### src/rtl/bullet_pool_pkg.sv
// Shared geometry, colour and box type for the bullet pool and its slots.
package bullet_pool_pkg;

  localparam int HRES          = 640;
  localparam int VRES          = 480;
  localparam int PADDLE_W      = 64;
  localparam int PADDLE_H      = 16;
  localparam int BULLET_W      = 4;
  localparam int BULLET_H      = 8;
  localparam int N_BULLETS_DEF = 4;

  localparam logic [2:0][7:0] BULLET_COLOR = {8'hFF, 8'hFF, 8'h40};

  localparam logic signed [11:0] BULLET_W_S = 12'(BULLET_W);
  localparam logic signed [11:0] BULLET_H_S = 12'(BULLET_H);
  localparam logic signed [11:0] SPAWN_TOP  = 12'(VRES - PADDLE_H - BULLET_H);
  localparam logic signed [12:0] SPAWN_OFS  = 13'(PADDLE_W / 2 - BULLET_W / 2);
  localparam logic signed [12:0] LEFT_MAX   = 13'(HRES - BULLET_W);

  typedef struct packed {
    logic              active;
    logic signed [11:0] left;
    logic signed [11:0] top;
  } bullet_box_t;

  // Centre the bullet on the paddle; 13-bit sum so an extreme player_x cannot wrap.
  function automatic logic signed [11:0] spawn_left(input logic signed [11:0] px);
    logic signed [12:0] x;
    x = $signed({px[11], px}) + SPAWN_OFS;
    if (x < 13'sd0) begin
      spawn_left = 12'sd0;
    end else if (x > LEFT_MAX) begin
      spawn_left = LEFT_MAX[11:0];
    end else begin
      spawn_left = x[11:0];
    end
  endfunction

endpackage

### src/rtl/bullet_pool_slot.sv
// One bullet slot: holds its box, climbs on fsync, retires off-screen or on kill,
// loads a new box on spawn and reports whether the scan position hits it.
module bullet_pool_slot
  import bullet_pool_pkg::*;
#(
  parameter int BULLET_SPEED = 8
) (
  input  logic               i_clk,
  input  logic               i_rst_n,
  input  logic               i_fsync,
  input  logic               i_kill,
  input  logic               i_spawn,
  input  logic signed [11:0] i_spawn_left,
  input  logic signed [11:0] i_hpos,
  input  logic signed [11:0] i_vpos,
  output bullet_box_t        o_box,
  output logic signed [11:0] o_right,
  output logic signed [11:0] o_bottom,
  output logic               o_active_nxt,
  output logic               o_hit
);

  localparam logic signed [11:0] SPEED = 12'(BULLET_SPEED);

  bullet_box_t        r_box;
  bullet_box_t        w_box_nxt;
  logic signed [11:0] r_right;
  logic signed [11:0] r_bottom;
  logic signed [11:0] w_top_moved;

  assign w_top_moved = r_box.top - SPEED;

  // Kill beats motion, so a slot killed on an fsync is neither moved nor reusable that cycle.
  always_comb begin
    w_box_nxt = r_box;
    if (i_kill && r_box.active) begin
      w_box_nxt = '0;
    end else if (i_fsync && r_box.active) begin
      if (w_top_moved + BULLET_H_S <= 12'sd0) begin
        w_box_nxt = '0;
      end else begin
        w_box_nxt.top = w_top_moved;
      end
    end else if (i_spawn && !r_box.active) begin
      w_box_nxt = '{active: 1'b1, left: i_spawn_left, top: SPAWN_TOP};
    end else begin
      w_box_nxt = r_box;
    end
  end

  always_ff @(posedge i_clk or negedge i_rst_n) begin
    if (!i_rst_n) begin
      r_box    <= '0;
      r_right  <= 12'sd0;
      r_bottom <= 12'sd0;
    end else begin
      r_box    <= w_box_nxt;
      r_right  <= w_box_nxt.active ? (w_box_nxt.left + BULLET_W_S) : 12'sd0;
      r_bottom <= w_box_nxt.active ? (w_box_nxt.top + BULLET_H_S) : 12'sd0;
    end
  end

  assign o_box        = r_box;
  assign o_right      = r_right;
  assign o_bottom     = r_bottom;
  assign o_active_nxt = w_box_nxt.active;
  assign o_hit        = r_box.active && (i_hpos >= r_box.left) && (i_hpos < r_right) &&
                        (i_vpos >= r_box.top) && (i_vpos < r_bottom);

endmodule

### src/rtl/bullet_pool.sv
// Multi-shot projectile pool: fire arming, cooldown, lowest-free-slot spawn, pixel OR, live count.
// Optional BULLET_POOL_AUTOFIRE_EN: a held fire button re-arms at every fsync with cooldown expired.
module bullet_pool
  import bullet_pool_pkg::*;
#(
  parameter int N_BULLETS       = N_BULLETS_DEF,
  parameter int BULLET_SPEED    = 8,
  parameter int COOLDOWN_FRAMES = 6,
  localparam int CW             = $clog2(N_BULLETS + 1)
) (
  input  logic                       i_pixel_clk,
  input  logic                       i_rst_n,
  input  logic                       i_fsync,
  input  logic                       i_fire,
  input  logic [N_BULLETS-1:0]       i_kill,
  input  logic signed [11:0]         i_player_x,
  input  logic signed [11:0]         i_hpos,
  input  logic signed [11:0]         i_vpos,
  output logic [2:0][7:0]            o_pixel,
  output logic [N_BULLETS-1:0]       o_bullet_active,
  output logic [N_BULLETS-1:0][11:0] o_bullet_left,
  output logic [N_BULLETS-1:0][11:0] o_bullet_right,
  output logic [N_BULLETS-1:0][11:0] o_bullet_top,
  output logic [N_BULLETS-1:0][11:0] o_bullet_bottom,
  output logic [CW-1:0]              o_active_count,
  output logic                       o_fire_dropped
);

  localparam int CDW = $clog2(COOLDOWN_FRAMES + 2);

  logic                 r_fire_prev;
  logic                 r_pending;
  logic [CDW-1:0]       r_cooldown;
  logic                 r_dropped;
  logic [CW-1:0]        r_count;
  logic [2:0][7:0]      r_pixel;
  logic                 w_fire_edge;
  logic                 w_req;
  logic                 w_go;
  logic [N_BULLETS-1:0] w_free;
  logic [N_BULLETS-1:0] w_spawn_vec;
  logic [N_BULLETS-1:0] w_active_nxt;
  logic [N_BULLETS-1:0] w_hit;
  logic [CW-1:0]        w_count;
  logic signed [11:0]   w_spawn_left;

  assign w_fire_edge = i_fire & ~r_fire_prev;
`ifdef BULLET_POOL_AUTOFIRE_EN
  assign w_req = r_pending | w_fire_edge | i_fire;
`else
  assign w_req = r_pending | w_fire_edge;
`endif
  assign w_go         = i_fsync & w_req & (r_cooldown == '0);
  assign w_free       = ~o_bullet_active;
  assign w_spawn_vec  = w_go ? (w_free & (~w_free + N_BULLETS'(1'b1))) : '0;
  assign w_spawn_left = spawn_left(i_player_x);

  for (genvar g = 0; g < N_BULLETS; g++) begin : g_slot
    bullet_box_t w_box;
    bullet_pool_slot #(.BULLET_SPEED(BULLET_SPEED)) u_slot (
      .i_clk        (i_pixel_clk),
      .i_rst_n      (i_rst_n),
      .i_fsync      (i_fsync),
      .i_kill       (i_kill[g]),
      .i_spawn      (w_spawn_vec[g]),
      .i_spawn_left (w_spawn_left),
      .i_hpos       (i_hpos),
      .i_vpos       (i_vpos),
      .o_box        (w_box),
      .o_right      (o_bullet_right[g]),
      .o_bottom     (o_bullet_bottom[g]),
      .o_active_nxt (w_active_nxt[g]),
      .o_hit        (w_hit[g])
    );
    assign o_bullet_active[g] = w_box.active;
    assign o_bullet_left[g]   = w_box.left;
    assign o_bullet_top[g]    = w_box.top;
  end

  // Count the post-edge live set so the count lines up with the slot flags.
  always_comb begin
    w_count = '0;
    for (int i = 0; i < N_BULLETS; i++) begin
      w_count = w_count + CW'(w_active_nxt[i]);
    end
  end

  // A held button at reset release must not look like a fresh press, hence prev resets high.
  always_ff @(posedge i_pixel_clk or negedge i_rst_n) begin
    if (!i_rst_n) begin
      r_fire_prev <= 1'b1;
      r_pending   <= 1'b0;
      r_cooldown  <= '0;
      r_dropped   <= 1'b0;
      r_count     <= '0;
      r_pixel     <= '0;
    end else begin
      r_fire_prev <= i_fire;
      r_dropped   <= w_go & ~(|w_free);
      r_count     <= w_count;
      r_pixel     <= (|w_hit) ? BULLET_COLOR : '0;
      if (i_fsync) begin
        r_pending <= 1'b0;
        if (w_go && (|w_free)) begin
          r_cooldown <= CDW'(COOLDOWN_FRAMES);
        end else if (r_cooldown != '0) begin
          r_cooldown <= r_cooldown - CDW'(1);
        end else begin
          r_cooldown <= r_cooldown;
        end
      end else begin
        r_pending  <= r_pending | w_fire_edge;
        r_cooldown <= r_cooldown;
      end
    end
  end

  assign o_pixel        = r_pixel;
  assign o_active_count = r_count;
  assign o_fire_dropped = r_dropped;

endmodule

### config.mk
export PLATFORM = sky130hd
export DESIGN_NAME = bullet_pool
export DESIGN_NICKNAME = d
export VERILOG_FILES = /design/src/rtl/bullet_pool_pkg.sv /design/src/rtl/bullet_pool_slot.sv /design/src/rtl/bullet_pool.sv
export SDC_FILE = /design/constraint.sdc
export NUM_CORES = 1
export LEC_CHECK = 0
export CAP_MARGIN = 10
export CORE_MARGIN = 2
export CORE_UTILIZATION = 55
export CTS_BUF_LIST = sky130_fd_sc_hd__clkbuf_4
export CTS_CLUSTER_SIZE = 12
export DETAILED_ROUTE_END_ITERATION = 10
export GPL_TIMING_DRIVEN = 0
export MAX_ROUTING_LAYER = met4
export PLACE_DENSITY = 0.82
export SETUP_SLACK_MARGIN = 0.05
export SLEW_MARGIN = 0
export SYNTH_ARGS = -nofsm -noshare
export SYNTH_HDL_FRONTEND = slang
export SYNTH_HIERARCHICAL = 1
export SYNTH_SLANG_ARGS = --single-unit
### constraint.sdc
create_clock -name i_pixel_clk -period 4.6 [get_ports i_pixel_clk]
set_input_delay 0.69 -clock i_pixel_clk [delete_from_list [all_inputs] [get_ports i_pixel_clk]]
set_output_delay 0.69 -clock i_pixel_clk [all_outputs]
set_load 0.02 [all_outputs]
## Yosys cells after proc, flatten, opt, wreduce, memory -nomap -nowiden

Cells that the tools add are included.

- Register bits after elaboration: 229
- Input port bits: 44
- Output and inout bits: 224
- Logic and storage cells: 156

- Add/sub/neg operators: 22
- $lt $le $gt $ge: 22
- Multiplexer cells: 35
- Bitwise logic cells: 10
- Reduce and logical (&&, ||, !) cells: 39

Operators by type and width:

| cell | number |
|---|---|
| 2-to-1 mux 25 bit | 12 |
| 2-to-1 mux 12 bit | 14 |
| adder 12 x 5 -> 12 bit (second input constant) | 8 |
| >= comparator 12 bit | 8 |
| < comparator 12 bit | 8 |
| 2-to-1 mux 13 bit | 4 |
| adder 12 x 4 -> 12 bit (second input constant) | 4 |
| less-or-equal comparator 12 x 1 -> 1 bit (second input constant) | 4 |
| subtractor 12 x 5 -> 12 bit (second input constant) | 4 |
| logical AND 1 bit | 29 |
| 2-to-1 mux 24 bit | 1 |
| adder 12 x 6 -> 13 bit (second input constant) | 1 |
| greater-than comparator 13 x 11 -> 1 bit (second input constant) | 1 |
| < comparator 13 x 1 -> 1 bit (second input constant) | 1 |
| NOT 4 bit | 2 |
| OR reduction 4 bit | 2 |
| 2-to-1 mux 3 bit | 2 |
| adder 4 x 1 -> 4 bit (second input constant) | 1 |
| bitwise AND 1 bit | 4 |
| bitwise AND 4 bit | 1 |
| zero test 1 bit | 4 |
| 2-to-1 mux 4 bit | 1 |
| adder 2 x 1 -> 3 bit | 1 |
| adder 3 x 1 -> 3 bit | 1 |
| other kinds (9) | 10 |

## Logic depth before layout (Yosys ltp)

- Depth in word-level cells: 13
- Depth in mapped cells: 19
- Mapped depth without buffers: 16

## Cells and area by module

Netlist, hierarchy kept.

Modules (own cells, without submodules):

| module | instances | cells an instance | area an instance (µm²) | seq. area each (µm²) |
|---|---|---|---|---|
| bullet_pool_slot (g_slot[1].u_slot ...) | 3 | 469 | 3901.2 | 1226.2 |
| bullet_pool_slot (g_slot[0].u_slot) | 1 | 438 | 3726.1 | 1226.2 |
| bullet_pool | 1 | 132 | 1111.1 | 251.5 |

## Least setup slack after synthesis

No wires, ideal clock.

- Path kind: reg-to-reg
- Start: register g_slot[1].u_slot.r_box, in the netlist g_slot[1].u_slot/o_box[3]
- End: register r_count[1], in the netlist o_active_count[1]
- Setup time: 0.126 ns
- Arrival: 3.977 ns
- Data required time: 4.474 ns
- Slack: 0.497 ns
- Stages on the path, launching flop included: 20
- Buffers on the path: 4
- Period minus slack after synthesis: 4.103 ns
- Cells stage by stage: dfrtp_1 -> clkbuf_1 -> inv_1 -> ha_1 -> buf_4 -> or3b_4 -> a211o_1 -> a22oi_4 -> a21o_2 -> a21oi_2 -> a21o_1 -> buf_6 -> or3_4 -> buf_6 -> inv_1 -> inv_1 -> fa_1 -> inv_1 -> ha_1 -> ha_1

- Word-level cells in the longest chain between the ends: 9

Ends and longest elaborated chain:

| item | RTL line | source |
|---|---|---|
| from (decl) | bullet_pool_slot.sv:25 | `bullet_box_t r_box;` |
| from (signal assigned) | bullet_pool_slot.sv:57 | `r_box <= w_box_nxt;` |
| subtractor 12 x 5 -> 12 bit | bullet_pool_slot.sv:31 | `assign w_top_moved = r_box.top - SPEED;` |
| adder 12 x 5 -> 12 bit | bullet_pool_slot.sv:39 | `if (w_top_moved + BULLET_H_S <= 12'sd0) begin` |
| less-or-equal comparator 12 x 1 -> 1 bit | bullet_pool_slot.sv:39 |  |
| 2-to-1 mux 13 bit | bullet_pool_slot.sv:39 |  |
| 2-to-1 mux 25 bit | bullet_pool_slot.sv:38 | `end else if (i_fsync && r_box.active) begin` |
| 2-to-1 mux 25 bit | bullet_pool_slot.sv:36 | `if (i_kill && r_box.active) begin` |
| via w_active_nxt[1] | bullet_pool.sv:42 | `logic [N_BULLETS-1:0] w_active_nxt;` |
| adder 1 x 1 -> 2 bit | bullet_pool.sv:84 | `w_count = w_count + CW'(w_active_nxt[i]);` |
| adder 2 x 1 -> 3 bit | bullet_pool.sv:84 |  |
| adder 3 x 1 -> 3 bit | bullet_pool.sv:84 |  |
| via w_count[1] | bullet_pool.sv:44 | `logic [CW-1:0] w_count;` |
| to (signal assigned) | bullet_pool.sv:100 | `r_count <= w_count;` |
| to (decl) | bullet_pool.sv:35 | `logic [CW-1:0] r_count;` |

The timed path passes the listed nets, and every way through them passes these cells.
A chain may end at the register's enable or synchronous reset.

## Worst setup path in the final report

- Start: register g_slot[1].u_slot.r_box, in the netlist g_slot[1].u_slot/o_box[4]
- End: register r_count[1], in the netlist o_active_count[1]

The elaborated chain is that of the path after synthesis.

==> results_dict.tcl <==
set metrics [dict create \
    outcome "completed" \
    synth-compound-area-share_pct 17.72 \
    synth_cell_type_count 88 \
    netlist.top_cell.by_area "dfrtp_1" \
    crit_path_start "g_slot[1].u_slot/o_box[4]" \
    synth_enable_flop_cells 0 \
    die_height_um 177.4 \
    hold_viol_final 0 \
    number_of_synthesized_register_bits 206 \
    tritoncts "yes" \
    core_region_area_um2 29640 \
    syn_area_um2 16540 \
    design.portCount 268 \
    drv_cap 0 \
    post_synthesis_adder_cell_area_fraction_pct 15.63 \
    finalSetupTns_ns 0 \
    worst_clock_skew_ns 0.04888 \
    avgSynthCellArea_um2 8.367 \
    routability_cong 0.9967 \
    routed_wl_um 59440 \
    fin_worst_hold_slack_ns 0.04885 \
    layout-area-overhead-vs-synth_pct 24.77 \
    post-route-worst-setup-slack_ns 0.1714 \
    timing.hold.worst.class "in2async" \
    crit_type "reg2reg" \
    setup_viol 0 \
    route.detailed.drc 0 \
    post_drt_wl_per_cell_um 21.61 \
    number_of_instances_in_the_synthesized_netlist 1977 \
    worst_setup_path_start_kind "register" \
    grt.total_usage_pct 38.67 \
    post_synth_mux_area_share_pct 0.8169 \
    drt_iter0_markers 1593 \
    number_of_routed_nets_with_antenna_violations 0 \
    min_period_over_period_pct 96.27 \
    numPortBuffers 259 \
    report.final.slew_viol_count 0 \
    power.leakage_nw 9.195 \
    pin_count_of_the_biggest_net_entering_global_routing 118 \
    post_route_cells_drive_above_1_share_pct 9.966 \
    vias_in_the_first_global_route 16540 \
    yosysTopAreaCellShare_pct 31.01 \
    num_rows 63 \
    detail_route.first_pass.iterations 5 \
    setup.worst_path.end_class "register" \
    r2r-start "g_slot[1].u_slot/o_box[4]" \
    largest_cells_by_area_after_synthesis "dfrtp_1 31%, ha_1 16%, inv_1 5.2%" \
    max_clock_freq_ghz 0.2258 \
    synth.yosys.seq_area_share_pct 31.17 \
    layout.nets 2567 \
    synth_xor_xnor_area_share_pct 3.177 \
    start_util_pct 55.81 \
    async_flop_share_pct 100.0 \
    timing.critical_path.fanout_max 10 \
    fin_util_pct 69.63 \
    synthFlopType "dfrtp_1" \
    p_per_area_nw_per_um2 380.7 \
    clock-root-buffer "clkbuf_4" \
    clock_tree.buffer_depth 3 \
    cp.required_ns 5.22 \
    clock_sink_count 206 \
    overflow 0 \
    hold_buffers 0 \
    grt_pass1_wl_um 91270 \
    worst_slew_pin_slew_ns 0.9600 \
    fillers 2444 \
    yosys_warnings 6 \
    synth_simple_gate_area_share_pct 22.53 \
    timing.slew.headroom_pct 36.00 \
    power.ir.vdd_worst_v 0.0003202 \
    dieWidth_um 177.4 \
    final_period_minus_worst_setup_slack_ns 4.429 \
    dominant_combinational_cell_family_by_area_after_synthesis "simple AND/OR/NAND/NOR gates" \
    floorplan.die_area_um2 31480 \
    htreeDepth 2 \
    arrival_ns 5.05 \
    avgViaCountPerCell 6.094 \
    cts_buffers 56 \
    cts.reportedPaths.clkPinSlew_ns 0.07 \
    dp_hpwl_um 45000 \
    grt_antenna_before_repair 1 \
    dr_total_vias 16770 \
    rsz_0062_raised_after_global_routing "false" \
    post-place-ws_ns -1.382 \
    clk-insertion-delay-late_ns 0.73 \
]
metrics by stage:
step	total power, mW	std cells	instance area [µm²]
after floorplan	4.649	1993	16600
final	7.858	2751	20640
after global routing	8.339	2749	20630
after CTS	7.755	2743	20490
after global placement	5.995	2642	19680
after detailed placement	6.064	2644	19730
state kept, by name, summed over array words and instances, names as in the netlist:
signal / cells
g_slot.u_slot/o_box: 100
g_slot.u_slot/o_bottom: 48
g_slot.u_slot/o_right: 48
o_active_count: 3
r_cooldown: 3
o_fire_dropped: 1
o_pixel: 1
r_fire_prev: 1
r_pending: 1
placed cells by master (no fill, tap or decap), types with 35 or more instances in the layout:
cell / count
inv_1: 222
nand3_1: 38
clkbuf_1: 39
nor3_1: 76
a21oi_1: 123
clkdlybuf4s50_1: 257
and2_1: 40
xnor2_1: 47
dfrtp_1: 203
ha_1: 205
clkbuf_4: 73
nor2_1: 215
nand2_1: 133
o21ai_0: 68
buf_4: 35
report_power, final:
group          switching, mW  internal, mW
Sequential             0.289          2.06
Clock                  0.812         0.829
Combinational           2.34          1.53
Total                   3.44          4.41
cells by family after synthesis:
group                      after synthesis
xor gates and xnor gates                60
DFF                                    206
AOI/OAI and AO/OA                      431
adders and majority gates              206
other                                    1
buffers and inverters                  332
muxes                                   13
and+or+nand+nor                        728
synth_stat cells, drive strengths merged (4+ instances only):
library cell,n
a31oi,14
nor2,216
and3,23
a2111oi,14
o21ai,74
xor2,13
a21o,38
o22ai,4
nor2b,24
a32oi,7
nor3b,11
o2111ai,8
xnor2,47
mux2,4
a211o,9
a21oi,130
or3,38
nand2,133
o31ai,17
o211ai,19
nor4bb,4
nand3,39
nor4,12
nand4,33
mux2i,9
ha,205
o32ai,6
dfrtp,205
a22oi,9
o21a,25
o221ai,5
buf,51
and2,44
or2,8
inv,228
nor3,83
nand4b,6
nor4b,5
or3b,7
a21boi,9
clkbuf,53
nand2b,23
o311ai,10
a211oi,18
or4,10
timing repair:
action	CTS	global route
buffers inserted	0	5
pin swaps	0	6
endpoints found under the setup margin	33	29
resized for setup	20	48
cell type report:
class	instances	area [µm²]	area share (%)
flip-flops and latches	206	5159	25.00
repair buffers	266	2665	12.91
multi-input cells	1455	10110	49.00
diodes	3	7.507	0.03637
well taps	390	488.0	2.364
clock buffers	70	525.5	2.546
clock inverters	29	167.7	0.8124
plain buffers	104	650.6	3.152
inverters	228	863.3	4.183
worst paths after layout:
path | to | slack (ns) | cells after the start
max | o_active_count[1] | 0.17 | 19
min | g_slot[3].u_slot/o_bottom[11] | 0.05 | 1
min reg2reg | r_pending | 0.54 | 2
max reg2reg | o_active_count[1] | 0.17 | 19
min in group i_pixel_clk | r_fire_prev | 0.41 | 1
max in group asynchronous | g_slot[0].u_slot/o_box[2] | 3.59 | 2
critical path: stages, from the launching register on:
cell and delay [ns]:
dfrtp_1 0.38, buf_2 0.18, inv_1 0.13, ha_1 0.17, buf_6 0.14, or3b_4 0.41, a211o_1 0.27, a22oi_4 0.28
a21o_2 0.16, a21oi_2 0.07, a21o_1 0.17, buf_6 0.14, or3_4 0.38, buf_6 0.16, clkinvlp_4 0.13, inv_1 0.08
fa_2 0.58, inv_1 0.06, ha_1 0.18, ha_1 0.27
routing by layer:
metal | routed length (µm) | part of all wire, % | track usage (%) | up-vias
met2 | 27440 | 46 | 61.09 | 894
li1 | - | - | - | 7628
met3 | 5423 | 9.1 | 7.712 | 215
met5 | 0 | 0 | - | -
met1 | 23740 | 40 | 47.85 | 8028
met4 | 2845 | 4.8 | 17.66 | 0
(Power assumes the default switching activity.)
